[config.mk]
export PLATFORM = sky130hd
export DESIGN_NAME = piso_serializer
export DESIGN_NICKNAME = d
export VERILOG_FILES = /design/src/rtl/piso_serializer.sv
export SDC_FILE = /design/constraint.sdc
export NUM_CORES = 1
export LEC_CHECK = 0
export ABC_AREA = 1
export BUFFER_PORTS_ARGS = -buffer_cell sky130_fd_sc_hd__buf_4
export CORE_MARGIN = 8
export CORE_UTILIZATION = 30
export DETAILED_ROUTE_END_ITERATION = 10
export PLACE_DENSITY = 0.59
export SYNTH_ARGS = -nofsm -noshare
export SYNTH_HDL_FRONTEND = slang
export SYNTH_SLANG_ARGS = --single-unit
[constraint.sdc]
create_clock -name clk -period 2 [get_ports clk]
set_clock_uncertainty 0.05 [all_clocks]
set_input_delay 0.3 -clock clk [delete_from_list [all_inputs] [get_ports clk]]
set_output_delay 0.3 -clock clk [all_outputs]
set_load 0.02 [all_outputs]
[src/rtl/piso_serializer.sv]
// Parallel-in/serial-out unloader with a ready/valid handshake toward the serial consumer.
// Build option: define PISO_MSB_FIRST_EN to emit each word MSB-first (default is LSB-first).
module piso_serializer #(
    parameter int WORD_LENGTH = 8
) (
    input  logic                   clk,
    input  logic                   reset,
    input  logic                   Rst,
    input  logic                   Start,
    input  logic [WORD_LENGTH-1:0] Data_Input,
    input  logic                   Ready_In,
    output logic                   Serial_Out,
    output logic                   Serial_Valid,
    output logic                   Busy,
    output logic                   Done
);

    localparam int COUNT_W = (WORD_LENGTH > 1) ? $clog2(WORD_LENGTH) : 1;
    localparam logic [COUNT_W-1:0] LAST_COUNT = COUNT_W'(WORD_LENGTH - 1);

    typedef enum logic [1:0] {
        IDLE,
        SHIFT,
        DONE
    } state_t;

    state_t                 state_reg;
    logic [WORD_LENGTH-1:0] shift_reg;
    logic [COUNT_W-1:0]     count_reg;
    logic                   valid_reg;
    logic                   busy_reg;
    logic                   done_reg;
    logic [WORD_LENGTH-1:0] shift_next;

    // Zero fill keeps Serial_Out low once the word has drained.
`ifdef PISO_MSB_FIRST_EN
    assign shift_next = {shift_reg[WORD_LENGTH-2:0], 1'b0};
    assign Serial_Out = shift_reg[WORD_LENGTH-1];
`else
    assign shift_next = {1'b0, shift_reg[WORD_LENGTH-1:1]};
    assign Serial_Out = shift_reg[0];
`endif

    assign Serial_Valid = valid_reg;
    assign Busy         = busy_reg;
    assign Done         = done_reg;

    always_ff @(posedge clk or posedge reset) begin
        if (reset) begin
            state_reg <= IDLE;
            shift_reg <= '0;
            count_reg <= '0;
            valid_reg <= 1'b0;
            busy_reg  <= 1'b0;
            done_reg  <= 1'b0;
        end else if (Rst) begin
            state_reg <= IDLE;
            shift_reg <= '0;
            count_reg <= '0;
            valid_reg <= 1'b0;
            busy_reg  <= 1'b0;
            done_reg  <= 1'b0;
        end else begin
            case (state_reg)
                IDLE: begin
                    done_reg <= 1'b0;
                    if (Start) begin
                        state_reg <= SHIFT;
                        shift_reg <= Data_Input;
                        count_reg <= '0;
                        valid_reg <= 1'b1;
                        busy_reg  <= 1'b1;
                    end
                end
                SHIFT: begin
                    if (Ready_In) begin
                        shift_reg <= shift_next;
                        if (count_reg == LAST_COUNT) begin
                            // Counter parks at zero instead of wrapping past the last bit.
                            state_reg <= DONE;
                            count_reg <= '0;
                            valid_reg <= 1'b0;
                            done_reg  <= 1'b1;
                        end else begin
                            count_reg <= count_reg + COUNT_W'(1);
                        end
                    end
                end
                DONE: begin
                    state_reg <= IDLE;
                    busy_reg  <= 1'b0;
                    done_reg  <= 1'b0;
                end
                default: begin
                    state_reg <= IDLE;
                    shift_reg <= '0;
                    count_reg <= '0;
                    valid_reg <= 1'b0;
                    busy_reg  <= 1'b0;
                    done_reg  <= 1'b0;
                end
            endcase
        end
    end

endmodule

==> results of run 1 <==
## cells by family after synthesis
kind of cell,Yosys count,share of synthesized area
compound gates,6,0.0377
fa+ha+maj,2,0.0314
buf+inv,10,0.0597
flops,16,0.503
simple gates,69,0.368
## cell usage in the layout (no fill, tap or decap)
cell	instances
sky130_fd_sc_hd__buf_4	17
sky130_fd_sc_hd__nor2_1	4
sky130_fd_sc_hd__clkbuf_8	1
sky130_fd_sc_hd__nand2_2	1
sky130_fd_sc_hd__nor3_1	1
sky130_fd_sc_hd__clkbuf_4	3
sky130_fd_sc_hd__nand3_1	19
sky130_fd_sc_hd__inv_1	4
sky130_fd_sc_hd__nand2_1	42
sky130_fd_sc_hd__nand3b_1	1
sky130_fd_sc_hd__ha_1	2
sky130_fd_sc_hd__dfrtp_1	16
sky130_fd_sc_hd__inv_2	3
sky130_fd_sc_hd__o21ai_1	4
sky130_fd_sc_hd__nor2_2	1
sky130_fd_sc_hd__o21ai_0	2
## per-stage QoR
stage / setup WS, ns / instances
2_1_floorplan: 0.624 / 103
3_3_place_gp: 0.546 / 147
3_5_place_dp: 0.454 / 147
4_1_cts: 0.442 / 151
5_1_grt: 0.341 / 151
6_report: 0.448 / 151
## layout make-up
| type | instances | area, sq um | area share |
|---|---|---|---|
| clock buffer | 4 | 36.3 | 0.0372 |
| inverter | 7 | 26.3 | 0.0269 |
| multi-input combinational | 77 | 348 | 0.356 |
| sequential | 16 | 400 | 0.410 |
| tap | 30 | 37.5 | 0.0385 |
| timing repair buffer | 17 | 128 | 0.131 |
## worst reg2reg max path: cells and delay by family, from the launching register on
family,cells,cell delay (ns)
flops,1,0.40
fa+ha+maj,2,0.38
compound gates,2,0.26
simple gates,2,0.34
## where the power goes
group          switching (mW)  leakage (nW)  internal (mW)
Sequential             0.0339         0.213          0.378
Clock                   0.105        0.0210          0.111
Combinational           0.150         0.315         0.0888
Total                   0.289         0.549          0.578
## per-layer routing
metal	wire, um	vias to the layer above	GRT usage	part of all wire
met4	34	0	0.0470	0.020
met2	709	15	0.114	0.42
met5	0	-	0	0
met1	839	316	0.106	0.49
li1	-	367	-	-
met3	123	4	0.0348	0.072
## final timing paths
kind | startpoint | end | slack [ns] | cells after the start
setup / recovery | count_reg[0]$_DFFE_PP0P_ | Done$_DFFE_PP0P_ | 0.45 | 6
setup reg to reg | count_reg[0]$_DFFE_PP0P_ | Done$_DFFE_PP0P_ | 0.45 | 6
min in group clk | Data_Input[7] | shift_reg[7]$_DFFE_PP0P_ | 0.25 | 3
hold / removal | reset | count_reg[2]$_DFFE_PP0P_ | 0.03 | 2
hold reg to reg | Serial_Valid$_DFFE_PP0P_ | Serial_Valid$_DFFE_PP0P_ | 0.44 | 2
max in group asynchronous | reset | shift_reg[6]$_DFFE_PP0P_ | 1.46 | 2
==> reports/results.md, run 1 <==
| Item | Reported |
| --- | --- |
| Final Setup Violations | 0 |
| Portion of the post-synthesis area used by sequential elements | 0.503 |
| Data arrival time of the critical path | 1.68 ns |
| Die boundary width | 67.5 um |
| Final Hold Slack | 0.0280 ns |
| RSZ-0062 raised after global routing | false |
| Clock transition at path regs | 0.10 ns |
| Cell family with most CP delay | flip-flops |
| Worst-case headroom to the max-slew limit | 0.584 |
| Count of buffers from port buffering | 16 |
| Number of nets in the layout | 137 |
| Via density | 4.65 |
| Overall overflow remaining after global route | 0 |
| Maximum clock path buffer count | 2 |
| Worst hold path class | in2async |
| Core outline area | 0.00250 sq mm |
| Final Power | 866 uW |
| Share of the core filled with cells | 0.390 |
| Number of fill cells | 264 |
| Transition at the pin with the smallest max-transition slack | 0.624 ns |
| Number of enable-type register cells in the synthesized netlist | 0 |
| Post-cts gate resize count | 0 |
| FMAX | 644 MHz |
| Non-Filler Cell Area, Final | 976 sq um |
| Detailed router's first-iteration violation count | 18 |
| Vias | 702 |
| Class of the most critical setup path | reg2reg |
| Largest voltage drop on the vdd net | 421 uV |
| Post-CTS Setup Repair Bufs | 0 |
| P&R area growth vs syn | 22.6% |
| Iteration count of the initial detailed-routing pass | 4 |
| Via count of the first global-routing pass | 641 |
| Root Buffer | sky130_fd_sc_hd__clkbuf_4 |
| Antenna violations before repair | 0 |
| Final count of pins violating max slew | 0 |
| Boundary Pins | 17 |
| CP Max Fanout | 4 |
| Number of flip-flops in the largest register | 8 |
| Number of buffers and inverters on the critical path | 0 |
| Die Area | 0.00456 sq mm |
| Type of element capturing the critical path | register |
| Site Rows | 18 |
| Clock tree from TritonCTS | done |
| Combined global-route utilization of all metal layers | 0.0828 |
| Number of warning messages in the yosys log | 0 |
| Hold bufs inserted after CTS | 0 |
| Cells along the critical path | ha_1 -> ha_1 -> nor2_1 -> o21ai_0 -> nand2_1 -> o21ai_1 |
| Top_reg_cell synth | sky130_fd_sc_hd__dfrtp_1 |
| Final weighted congestion of routability-driven global placement | 0.821 |
| Routed wire length | 1.71 mm |
| Startpoint types | register |
| Drt wl/cell | 11.3 um |
| Pin count of the biggest net entering global routing | 17 |
| Worst path max stage delay | 0.40 ns |
| Distinct cell type count after synthesis | 15 |
| HPWL after detailed placement | 1.27 mm |
| Number of hold-slack violations in the final timing report | 0 |
| Sum Neg Setup Slack | 0 ns |
| Synth top area share | 0.503 |
| Cell area after placement | 940 sq um |
| Number of max-cap violations | 0 |
| Die height | 67.5 um |
| Cell types with the largest area share after synthesis | sky130_fd_sc_hd__dfrtp_1, sky130_fd_sc_hd__nand2_1, sky130_fd_sc_hd__nand3_1, sky130_fd_sc_hd__ha_1, sky130_fd_sc_hd__o21ai_1 |
| Detailed-route DRC error count | 0 |
| Post-layout min period | 1.55 ns |
| Portion of the clock cycle consumed by the worst path in the final layout | 0.776 |
| Global-route wire length before repair | 2.82 mm |
| Fraction of final layout cells sized beyond drive strength 1 | 0.215 |
| Syn_area_per_cell | 7.73 sq um |
| Max stage delay cell, worst path | sky130_fd_sc_hd__dfrtp_1 |
| Starting density of the core | 0.318 |
| Async set-or-reset flop fraction in the synthesized netlist | 1.00 |
| Synthesized Nets | 118 |
| Antenna viol nets, final | 0 |
| Post-synthesis sequential element count | 16 |
| Combined area of all synthesized cells | 796 sq um |
| Number of buffers added by the clock tree synthesis step | 3 |
| Antenna diode count | 0 |
| Run status | finished clean |
| Synth top cells by count | sky130_fd_sc_hd__nand2_1, sky130_fd_sc_hd__nand3_1, sky130_fd_sc_hd__dfrtp_1 |
| Cell type contributing the most total cell area after synthesis | sky130_fd_sc_hd__dfrtp_1 |
| Power Density | 888 mW/mm^2 |
| Number of instances in the synthesized netlist | 103 |
| Most instantiated library cell after synthesis | sky130_fd_sc_hd__nand2_1 |
| Clock sinks | 16 |
| Data required time of the worst path | 2.13 ns |
| # H-tree levels | 1 |
| Clock latency reported for the late side of the worst-skew pair | 0.29 ns |
| Most frequent cell on the critical path | sky130_fd_sc_hd__ha_1 |
| Leak pwr | 0.549 nW |
(Power assumes the default switching activity.)
==> run 2, diff against run 1 <==
- clock period: 2 -> 1.6 ns (I/O delays scaled with it)
==> reports/results.md, run 2 (synthesis gave the netlist of run 1 again) <==
| Item | Reported | Delta |
| --- | --- | --- |
| Run status | finished clean | unchanged |
| # H-tree levels | 1 | unchanged |
| Sum Neg Setup Slack | 0 ns | unchanged |
| Most frequent cell on the critical path | sky130_fd_sc_hd__nand2_1 | was sky130_fd_sc_hd__ha_1 |
| CP Max Fanout | 3 | was 4 |
| Startpoint types | register | unchanged |
| Class of the most critical setup path | reg2reg | unchanged |
| Number of buffers added by the clock tree synthesis step | 3 | unchanged |
| Data required time of the worst path | 1.77 ns | was 2.13 ns |
| Data arrival time of the critical path | 1.57 ns | was 1.68 ns |
| Die height | 67.5 um | unchanged |
| Cell area after placement | 947 sq um | was 940 sq um |
| Cell family with most CP delay | flip-flops | unchanged |
| Vias | 689 | was 702 |
| Transition at the pin with the smallest max-transition slack | 0.604 ns | was 0.624 ns |
| Detailed router's first-iteration violation count | 26 | was 18 |
| Post-CTS Setup Repair Bufs | 0 | unchanged |
| FMAX | 712 MHz | was 644 MHz |
| Clock sinks | 16 | unchanged |
| Maximum clock path buffer count | 2 | unchanged |
| Fraction of final layout cells sized beyond drive strength 1 | 0.213 | was 0.215 |
| Number of hold-slack violations in the final timing report | 0 | unchanged |
| Boundary Pins | 17 | unchanged |
| Worst Hold Launch | Data_Input[7] |  |
| Leak pwr | 0.551 nW | was 0.549 nW |
| Clock latency reported for the late side of the worst-skew pair | 0.28 ns | was 0.29 ns |
| Clock tree from TritonCTS | done | unchanged |
| Placed cells | 148 | was 147 |
| Worst setup startpoint | count_reg[0]$_DFFE_PP0P_ | unchanged |
| Commonest cells after routing, fill and taps aside | sky130_fd_sc_hd__nand2_1, sky130_fd_sc_hd__nand3_1, sky130_fd_sc_hd__buf_4 | unchanged |
| Post-layout min period | 1.40 ns | was 1.55 ns |
| Drt wl/cell | 11.5 um | was 11.3 um |
| Worst-case headroom to the max-slew limit | 0.597 | was 0.584 |
| Power Density | 1050 mW/mm^2 | was 888 mW/mm^2 |
| Clock transition at path regs | 0.09 ns | was 0.10 ns |
| Commonest non-fill, non-tap cell in the layout | sky130_fd_sc_hd__nand2_1 | unchanged |
| Non-filler cells, final | 152 | was 151 |
| Final count of pins violating max slew | 0 | unchanged |
| Antenna viol nets, final | 0 | unchanged |
| Overall overflow remaining after global route | 0 | unchanged |
| Root Buffer | sky130_fd_sc_hd__clkbuf_4 | unchanged |
| Number of max-cap violations | 0 | unchanged |
| Count of buffers from port buffering | 16 | unchanged |
| Cells along the critical path | ha_1 -> ha_1 -> nor2_1 -> buf_4 -> nand2_1 -> nand3_1 -> nand2_1 -> nand2_1 | was ha_1 -> ha_1 -> nor2_1 -> o21ai_0 -> nand2_1 -> o21ai_1 |
| Number of nets in the layout | 139 | was 137 |
| Via density | 4.53 | was 4.65 |
| Cell count of the worst hold path | 3 |  |
| Worst hold path class | in2reg | was in2async |
| Number of flip-flops in the largest register | 8 | unchanged |
| Site Rows | 18 | unchanged |
| Pin count of the biggest net entering global routing | 17 | unchanged |
| Global-route wire length before repair | 3.10 mm | was 2.82 mm |
| Final weighted congestion of routability-driven global placement | 0.783 | was 0.821 |
| Worst path max stage delay | 0.41 ns | was 0.40 ns |
| Register-to-register setup slack | 0.20 ns | was 0.45 ns |
| Combined global-route utilization of all metal layers | 0.0871 | was 0.0828 |
| Number of buffers and inverters on the critical path | 1 | was 0 |
| Antenna diode count | 0 | unchanged |
| Die boundary width | 67.5 um | unchanged |
| Die Area | 0.00456 sq mm | unchanged |
| Starting density of the core | 0.318 | unchanged |
| Launch point of the worst reg-to-reg path | count_reg[0]$_DFFE_PP0P_ | unchanged |
| Antenna violations before repair | 0 | unchanged |
| Worst reg2reg path depth | 8 | was 6 |
| P&R area growth vs syn | 23.1% | was 22.6% |
| Portion of the clock cycle consumed by the worst path in the final layout | 0.878 | was 0.776 |
| Routed wire length | 1.74 mm | was 1.71 mm |
| HPWL after detailed placement | 1.29 mm | was 1.27 mm |
| Largest voltage drop on the vdd net | 634 uV | was 421 uV |
| Destination of the worst register-to-register timing path | Serial_Valid$_DFFE_PP0P_ | was Done$_DFFE_PP0P_ |
| Sink of the worst hold path | shift_reg[7]$_DFFE_PP0P_ |  |
| Max stage delay cell, worst path | sky130_fd_sc_hd__dfrtp_1 | unchanged |
| Via count of the first global-routing pass | 701 | was 641 |
| Final Setup Violations | 0 | unchanged |
| Iteration count of the initial detailed-routing pass | 4 | unchanged |
| Type of element capturing the critical path | register | unchanged |
| Core outline area | 0.00250 sq mm | unchanged |
| Detailed-route DRC error count | 0 | unchanged |
| Non-Filler Cell Area, Final | 980 sq um | was 976 sq um |
| RSZ-0062 raised after global routing | false | unchanged |
[run 2: cell types whose count changed in the layout (fill, tap and decap cells not counted)]
cell,before,now
sky130_fd_sc_hd__clkbuf_8,1,0
sky130_fd_sc_hd__buf_4,17,18
sky130_fd_sc_hd__o21ai_0,2,1
sky130_fd_sc_hd__dlygate4sd3_1,0,1
sky130_fd_sc_hd__o21ai_1,4,5
[run 2: per-stage QoR]
stage	power [mW]	hold slack, ns	util	worst slack (ns)
3_5_place_dp	0.830	0.310	0.379	0.178
2_1_floorplan	0.723	0.104	-	0.224
4_1_cts	1.04	0.175	0.392	0.159
5_1_grt	1.11	0.199	0.392	0.0733
6_report	1.03	0.187	0.392	0.196
3_3_place_gp	0.824	0.306	0.379	0.232
[run 2: cell type report]
| cell class | instances | area, sq um |
|---|---|---|
| fillers | 266 | 1520 |
| flip-flops and latches | 16 | 400 |
| multi-input cells | 77 | 348 |
| repair buffers | 19 | 145 |
| well taps | 30 | 37.5 |
| inverters | 7 | 26.3 |
| clock buffers | 3 | 22.5 |
[run 2: metal layers]
metal / share of wire / wire length [um] / up-vias / GRT usage
li1: - / - / 371 / -
met1: 0.51 / 896 / 302 / 0.113
met2: 0.42 / 727 / 14 / 0.125
met3: 0.060 / 104 / 2 / 0.0414
met4: 0.0069 / 12 / 0 / 0.0235
met5: 0 / 0 / - / 0
[run 2: worst min-delay path, stage by stage]
cell                      delay, ns
sky130_fd_sc_hd__buf_4         0.11
sky130_fd_sc_hd__nand3_1       0.07
sky130_fd_sc_hd__o21ai_1       0.06
[run 2: how the worst max path moves through the flow]
stage	end	slack [ns]	cells past startpoint
floorplan	Done$_DFFE_PP0P_	0.22	6
global placement	shift_reg[6]$_DFFE_PP0P_	0.23	6
detailed placement	Done$_DFFE_PP0P_	0.18	6
CTS	Done$_DFFE_PP0P_	0.16	6
global route	shift_reg[3]$_DFFE_PP0P_	0.07	6
finish	Serial_Valid$_DFFE_PP0P_	0.20	8
[run 2: power breakdown]
part	switching (mW)	internal (mW)	total [mW]
sequential	0.0448	0.473	0.517
clock	0.120	0.0874	0.207
combinational	0.187	0.115	0.302
[run 2: repair_timing]
| action | in CTS | in global routing |
|---|---|---|
| hold buffers | 1 | 0 |
| endpoints found under the setup margin | 0 | 1 |
| gates resized for setup | 0 | 1 |
| hold endpoints to repair | 16 | 0 |
